File: src/rtl/pc_gen_if.sv
// Fetch-stage PC generator bus: hazard/redirect controls in, fetch PC and flush controls out.
// The master side is the pipeline control logic; the slave side is pc_gen_unit.
interface pc_gen_if #(
    parameter int XLEN  = 32,
    parameter int CNT_W = 16
);
    logic             StallF;
    logic             PCSrcE;
    logic [XLEN-1:0]  JumpTargetE;
    logic             TrapE;
    logic [XLEN-1:0]  TrapVec;
    logic [XLEN-1:0]  PCF;
    logic [XLEN-1:0]  PCplus4F;
    logic             FlushD;
    logic             FlushE;
    logic [CNT_W-1:0] RedirectCnt;
    logic             MisalignF;

    modport master (
        output StallF, PCSrcE, JumpTargetE, TrapE, TrapVec,
        input  PCF, PCplus4F, FlushD, FlushE, RedirectCnt, MisalignF
    );

    modport slave (
        input  StallF, PCSrcE, JumpTargetE, TrapE, TrapVec,
        output PCF, PCplus4F, FlushD, FlushE, RedirectCnt, MisalignF
    );
endinterface

File: src/rtl/pc_gen_unit.sv
// Fetch-stage program counter: next-PC select, redirect flush pulses and saturating redirect counter.
// Optional macro MISALIGN_CHK_EN: misaligned branch/jump targets are diverted to TrapVec and flagged.
module pc_gen_unit #(
    parameter int          XLEN      = 32,
    parameter logic [31:0] RESET_VEC = 32'h0000_0000,
    parameter int          INC       = 4,
    parameter int          CNT_W     = 16
) (
    input  logic     clk,
    input  logic     rst,
    pc_gen_if.slave  pc_bus
);
    localparam logic [XLEN-1:0]  RESET_PC = XLEN'(RESET_VEC);
    localparam logic [XLEN-1:0]  PC_STEP  = XLEN'(INC);
    localparam logic [CNT_W-1:0] CNT_ONE  = CNT_W'(1);

    logic [XLEN-1:0]  pc_q;
    logic [XLEN-1:0]  pc_plus;
    logic [XLEN-1:0]  pc_next;
    logic             redirect;
    logic             flush_q;
    logic [CNT_W-1:0] cnt_q;

    assign pc_plus = pc_q + PC_STEP;
    assign redirect = pc_bus.TrapE | pc_bus.PCSrcE;

`ifdef MISALIGN_CHK_EN
    logic misalign_next;
    logic misalign_q;

    // Redirects outrank the stall so a resolved branch is never dropped.
    always_comb begin
        pc_next       = pc_plus;
        misalign_next = 1'b0;
        if (pc_bus.TrapE) begin
            pc_next = pc_bus.TrapVec;
        end else if (pc_bus.PCSrcE) begin
            if (pc_bus.JumpTargetE[1:0] != 2'b00) begin
                pc_next       = pc_bus.TrapVec;
                misalign_next = 1'b1;
            end else begin
                pc_next = pc_bus.JumpTargetE;
            end
        end else if (pc_bus.StallF) begin
            pc_next = pc_q;
        end
    end

    always_ff @(posedge clk) begin
        if (rst) begin
            misalign_q <= 1'b0;
        end else begin
            misalign_q <= misalign_next;
        end
    end

    assign pc_bus.MisalignF = misalign_q;
`else
    always_comb begin
        pc_next = pc_plus;
        if (pc_bus.TrapE) begin
            pc_next = pc_bus.TrapVec;
        end else if (pc_bus.PCSrcE) begin
            pc_next = pc_bus.JumpTargetE;
        end else if (pc_bus.StallF) begin
            pc_next = pc_q;
        end
    end

    assign pc_bus.MisalignF = 1'b0;
`endif

    always_ff @(posedge clk) begin
        if (rst) begin
            pc_q    <= RESET_PC;
            flush_q <= 1'b0;
            cnt_q   <= '0;
        end else begin
            pc_q    <= pc_next;
            flush_q <= redirect;
            if (redirect && (cnt_q != {CNT_W{1'b1}})) begin
                cnt_q <= cnt_q + CNT_ONE;
            end
        end
    end

    assign pc_bus.PCF         = pc_q;
    assign pc_bus.PCplus4F    = pc_plus;
    assign pc_bus.FlushD      = flush_q;
    assign pc_bus.FlushE      = flush_q;
    assign pc_bus.RedirectCnt = cnt_q;
endmodule

File: src/flat_wrapper.sv
// flat-port wrapper written by rule: the top's interface ports become plain ports
module pc_gen_unit_flat 
#(
    parameter int          XLEN      = 32,
    parameter logic [31:0] RESET_VEC = 32'h0000_0000,
    parameter int          INC       = 4,
    parameter int          CNT_W     = 16
)
  (clk, rst, pc_bus_StallF, pc_bus_PCSrcE, pc_bus_JumpTargetE, pc_bus_TrapE, pc_bus_TrapVec, pc_bus_PCF, pc_bus_PCplus4F, pc_bus_FlushD, pc_bus_FlushE, pc_bus_RedirectCnt, pc_bus_MisalignF);
  pc_gen_if #(.XLEN(XLEN), .CNT_W(CNT_W)) pc_bus_i ();
  input  logic clk;
  input  logic rst;
  input wire logic [$bits(pc_bus_i.StallF)-1:0] pc_bus_StallF;
  input wire logic [$bits(pc_bus_i.PCSrcE)-1:0] pc_bus_PCSrcE;
  input wire logic [$bits(pc_bus_i.JumpTargetE)-1:0] pc_bus_JumpTargetE;
  input wire logic [$bits(pc_bus_i.TrapE)-1:0] pc_bus_TrapE;
  input wire logic [$bits(pc_bus_i.TrapVec)-1:0] pc_bus_TrapVec;
  output wire logic [$bits(pc_bus_i.PCF)-1:0] pc_bus_PCF;
  output wire logic [$bits(pc_bus_i.PCplus4F)-1:0] pc_bus_PCplus4F;
  output wire logic [$bits(pc_bus_i.FlushD)-1:0] pc_bus_FlushD;
  output wire logic [$bits(pc_bus_i.FlushE)-1:0] pc_bus_FlushE;
  output wire logic [$bits(pc_bus_i.RedirectCnt)-1:0] pc_bus_RedirectCnt;
  output wire logic [$bits(pc_bus_i.MisalignF)-1:0] pc_bus_MisalignF;
  assign pc_bus_i.StallF = pc_bus_StallF;
  assign pc_bus_i.PCSrcE = pc_bus_PCSrcE;
  assign pc_bus_i.JumpTargetE = pc_bus_JumpTargetE;
  assign pc_bus_i.TrapE = pc_bus_TrapE;
  assign pc_bus_i.TrapVec = pc_bus_TrapVec;
  assign pc_bus_PCF = pc_bus_i.PCF;
  assign pc_bus_PCplus4F = pc_bus_i.PCplus4F;
  assign pc_bus_FlushD = pc_bus_i.FlushD;
  assign pc_bus_FlushE = pc_bus_i.FlushE;
  assign pc_bus_RedirectCnt = pc_bus_i.RedirectCnt;
  assign pc_bus_MisalignF = pc_bus_i.MisalignF;
  pc_gen_unit #(.XLEN(XLEN), .RESET_VEC(RESET_VEC), .INC(INC), .CNT_W(CNT_W)) u_core (.clk(clk), .rst(rst), .pc_bus(pc_bus_i));
endmodule
File: config.mk
export PLATFORM = sky130hd
export DESIGN_NAME = pc_gen_unit_flat
export DESIGN_NICKNAME = d
export VERILOG_FILES = /design/src/rtl/pc_gen_if.sv /design/src/rtl/pc_gen_unit.sv /design/src/flat_wrapper.sv
export SDC_FILE = /design/constraint.sdc
export NUM_CORES = 1
export LEC_CHECK = 0
export CORE_ASPECT_RATIO = 1.5
export CORE_MARGIN = 2
export CORE_UTILIZATION = 42
export CTS_CLUSTER_SIZE = 24
export DETAILED_ROUTE_END_ITERATION = 16
export HOLD_SLACK_MARGIN = 0.15
export PLACE_DENSITY = 0.82
export SLEW_MARGIN = 10
export SYNTH_ARGS = -nofsm -noshare
export SYNTH_HDL_FRONTEND = slang
export SYNTH_SLANG_ARGS = --single-unit
File: constraint.sdc
create_clock -name clk -period 3.21 [get_ports clk]
set_input_delay 0.963 -clock clk [delete_from_list [all_inputs] [get_ports clk]]
set_output_delay 0.963 -clock clk [all_outputs]
set_load 0.01 [all_outputs]
==> Word level (Yosys, flattened, before mapping) <==
Cells that the tools add are included.
{ "totals": {"inputBits": 69, "ff_bits": 49} }
{ "op_classes": {"n_bitwise": 1, "n_mux": 3, "add_sub_neg": 2, "reduce_logical": 1, "eq_ne": 2} }
{ "ops": {"columns": ["op", "count"], "rows": [
  ["$mux W32", 3],
  ["$add A32 B3 Y32 const B", 1],
  ["$add A16 B1 Y16 const B", 1],
  ["$ne A16 B16 Y1 const B", 1],
  ["$ne A3 B1 Y1 const B", 1],
  ["$logic_and A1 B1 Y1", 1],
  ["$or A1 B1 Y1", 1]
]} }

==> Depth between registers and ports, before layout <==
{ "logic_depth": {"word_depth": 4, "depth_mapped": 7} }

==> Worst setup path before layout <==
Ideal clock, no wire load.
{ "synth_timing": {"path_kind": "reg2out", "from": "register u_core.pc_q[10], in the netlist u_core.pc_bus.PCF[10]", "to": "output pc_bus_PCplus4F[27]", "path_stages_with_launch": 7, "t_arrival_ns": 2.029, "setup_slack_ns": 0.218, "path_buffers": 2, "path_cell_list": "dfxtp_1 clkbuf_2 nand4_4 or4_4 buf_6 o31a_2 or2_2"} }
{ "synth_via": {"elab_chain_cells": 1} }
{ "synth_lines": {"columns": ["item", "line", "text"], "rows": [
  ["from (decl)", "pc_gen_unit.sv:17", "logic [XLEN-1:0] pc_q;"],
  ["from (signal assigned)", "pc_gen_unit.sv:79", "pc_q <= pc_next;"],
  ["$add A32 B3 Y32", "pc_gen_unit.sv:24", "assign pc_plus = pc_q + PC_STEP;"],
  ["to (decl)", "flat_wrapper.sv:19", "output wire logic [$bits(pc_bus_i.PCplus4F)-1:0] pc_bus_PCplus4F;"]
]} }
No other way between the ends.

==> Worst setup path after layout <==
{ "layout_timing": {"from": "register u_core.pc_q[13], in the netlist u_core.pc_bus.PCF[13]", "to": "output pc_bus_PCplus4F[30]"} }
Same word-level chain as after synthesis.

==> results.json <==
{
  "drc_errors": 0,
  "path_class": "register to output pin",
  "vias": 4196,
  "root_buffer": "clkbuf_16",
  "drive_above_1_share_pct": 15.91,
  "cpLargestDelayFamily": "simple AND/OR/NAND/NOR gates",
  "max_freq_mhz": 316.4,
  "wire_per_inst_um": 18.05,
  "place_area_mm2": 0.005177,
  "period_needed_ns": 3.160,
  "crit_fanout": 5,
  "total_leakage_power_uw": 0.002075,
  "cp_slowest_stage_delay_ns": 0.61,
  "die_area_mm2": 0.008742,
  "synthArstFlopShare_pct": 0,
  "final_antenna_net_count": 0,
  "crit_path_top_delay_cell": "or4_4",
  "netlist_area_mm2": 0.003358,
  "cts.hold.buffers_added": 0,
  "globalRouteOverflowTotal": 0,
  "die_h_um": 113.5,
  "cp-start-kind": "register",
  "die_width_um": 77.01,
  "path_buf_inv": 1,
  "ys_seq_elements": 49,
  "ios": 152,
  "status": "finished clean",
  "start_util_pct": 43.56,
  "hp-class": "register to register",
  "core-area_mm2": 0.007710,
  "arrival_ns": 2.20,
  "slew_headroom_pct": 63.85,
  "synth-main-ff-cell": "dfxtp_1",
  "yosysSeqAreaShare_pct": 29.21,
  "yosysUniqueCellTypes": 58,
  "htree_num_levels": 2,
  "holdCritStartpoint": "u_core.pc_bus.RedirectCnt[1]",
  "setup_ws_ns": 0.04986,
  "cts_tree": "done",
  "hold_path_end": "u_core.pc_bus.RedirectCnt[1]",
  "rrSetupSlack_ns": 1.08,
  "io_buffers": 150,
  "grt_pass1_wl_mm": 20.35,
  "cts_sinks": 49,
  "setup_viol": 0,
  "p_per_area_mw_per_mm2": 312.8,
  "hold_path_depth": 2,
  "ir_drop_mv": 0.2955,
  "final_cell_mix": "clkdlybuf4s50_1 (132), buf_4 (48), dfxtp_1 (42)",
  "clock_latency_ns": 0.29,
  "grt_max_degree": 35,
  "dp_hpwl_mm": 9.644,
  "hold_violations": 0,
  "num_rows": 39,
  "drtIter0Drc": 327,
  "cp_num_cells": 5,
  "avgSynthCellArea_um2": 7.564,
  "grt_antenna_before_repair": 0,
  "first_pass_iters": 5,
  "grt_pass1_vias": 4179,
  "grt.total_usage_pct": 28.63,
  "netlist_instances": 444,
  "worst_pin_slew_ns": 0.5423,
  "yosysWarnings": 0,
  "total_power_uw": 1703,
  "end_kind": "output pin",
  "synth_nets": 515,
  "cap_violations": 0,
  "skew_ns": 0.005396,
  "slew_viol_final": 0,
  "area_delta_synth_final_pct": 62.07,
  "synth-edff-count": 0,
  "fin_util_pct": 70.59,
  "clockBufferDepth": 2,
  "required_ns": 2.25,
  "reg2reg_depth": 7,
  "viasPerCell": 5.844,
  "fin_nets": 686,
  "r2r-start": "u_core.pc_bus.PCF[2]",
  "cts_buffers": 5,
  "wirelength_mm": 12.96,
  "final_common_cell": "clkdlybuf4s50_1",
  "hold_slack_ns": 0.5253,
  "stdcell_area_mm2": 0.005443,
  "preCtsSetupSlack_ns": 0.006715,
  "period_share_pct": 98.45,
  "r2r-end": "u_core.pc_bus.PCF[26]",
  "gp_congestion": 0.9789,
  "clkTransAtPathRegs_ns": 0.07,
  "num_antenna_cells": 0,
  "crit_chain": "nand4_4 > or4_4 > or3_4 > xnor2_2 > clkdlybuf4s15_1"
}
-- area by class of cell --
type,instances,area (um^2)
multi-input combinational,346,2270
fill,663,2267
timing repair buffer,198,1852
sequential,49,989.7
tap,102,127.6
clock buffer,5,125.1
inverter,15,56.30
clock inverter,3,22.52
-- per-stage QoR --
| step | TNS (ns) | instances |
|---|---|---|
| final | 0 | 718 |
| after global routing | -0.01735 | 718 |
| after CTS | 0 | 716 |
| after detailed placement | 0 | 707 |
| after global placement | 0 | 707 |
| after floorplan | 0 | 444 |
-- routing by layer --
layer / up-vias / part of all wire [%] / GRT usage [%]
met1: 1970 / 37 / 32.23
met3: 43 / 7.5 / 4.589
met4: 0 / 3.5 / 13.57
li1: 1965 / - / -
met2: 218 / 52 / 52.40
met5: - / 0 / 0
-- worst register-to-register path: cells and delay by family, from the launching register on --
kind,cells,cell delay (ns)
adder cells (fa/ha/maj),1,0.23
flip-flops,1,0.36
AO/OA/AOI/OAI,3,0.55
buffers and inverters,1,0.24
AND/OR/NAND/NOR,2,0.64
-- report_power, final --
part / total, uW / internal, uW / switching [uW] / leakage, uW
logic: 497 / 276 / 221 / 0.00161
registers: 679 / 643 / 36.1 / 0.000405
clock network: 526 / 289 / 238 / 0.0000621
-- worst max-delay path by stage --
stage	startpoint	endpoint	slack (ns)
6_report	u_core.pc_bus.PCF[13]	pc_bus_PCplus4F[30]	0.05
5_1_grt	u_core.pc_bus.PCF[9]	pc_bus_PCplus4F[13]	-0.02
3_3_place_gp	u_core.pc_bus.PCF[13]	pc_bus_PCplus4F[29]	0.02
2_1_floorplan	u_core.pc_bus.PCF[10]	pc_bus_PCplus4F[27]	0.22
3_5_place_dp	u_core.pc_bus.PCF[12]	pc_bus_PCplus4F[29]	0.007
4_1_cts	u_core.pc_bus.PCF[13]	pc_bus_PCplus4F[29]	0.002
-- registers in the layout (all words and copies together) (netlist names) --
name / count
u_core.pc_bus.FlushD: 1
u_core.pc_bus.PCF: 32
u_core.pc_bus.RedirectCnt: 16
-- synth_stat cells (2+ instances only) --
master     count  share of area (%)
o211ai_1       3               0.67
nand4_1       13                2.4
o311a_1        2               0.60
and2_1         6                1.1
ha_1           2               0.75
a2111oi_0      2               0.52
a221oi_1       4                1.0
o31a_2         2               0.60
a311oi_1       2               0.52
o31ai_1        2               0.45
inv_1         15                1.7
and3_1         4               0.75
or2_2          4               0.75
nand3_1       21                3.1
buf_4          4               0.89
a211oi_1       4               0.89
o22ai_1        3               0.56
nor3_1        25                3.7
dfxtp_1       49                 29
and4_1        11                2.9
o21a_1         5                1.1
clkbuf_1      26                2.9
a221o_1        2               0.60
o21ai_0       23                3.4
mux2i_1        4                1.2
a21oi_1       25                3.7
a22oi_1        7                1.6
nor3b_1        2               0.45
nor4_1        14                2.6
xnor2_1       28                7.3
o31a_1         3               0.78
nand2b_1       6                1.1
xor2_1        12                3.1
buf_1          2               0.22
a22o_1         7                1.8
a31oi_1        5               0.93
nand2_1       33                3.7
nor2_1        41                4.6
or3_1          2               0.37
-- timing repair --
action,4_1_cts,5_1_grt
gates cloned,1,0
setup endpoints to repair,17,11
gates resized for setup,37,13
endpoints found under the hold margin,0,0
setup buffers,0,2
pin swaps,2,4
-- logic make-up (layout without fill, tap and decap cells) --
family	Yosys count	count (layout)	synth area share (%)
other	1	1	0.1117
xor gates and xnor gates	41	41	10.92
adders and majority gates	2	2	0.7450
buffers and inverters	50	221	6.333
and+or+nand+nor	188	189	29.47
DFF	49	49	29.21
muxes	4	4	1.192
AOI/OAI and AO/OA	109	109	22.02
No activity file was read; power rests on OpenSTA's default activity.
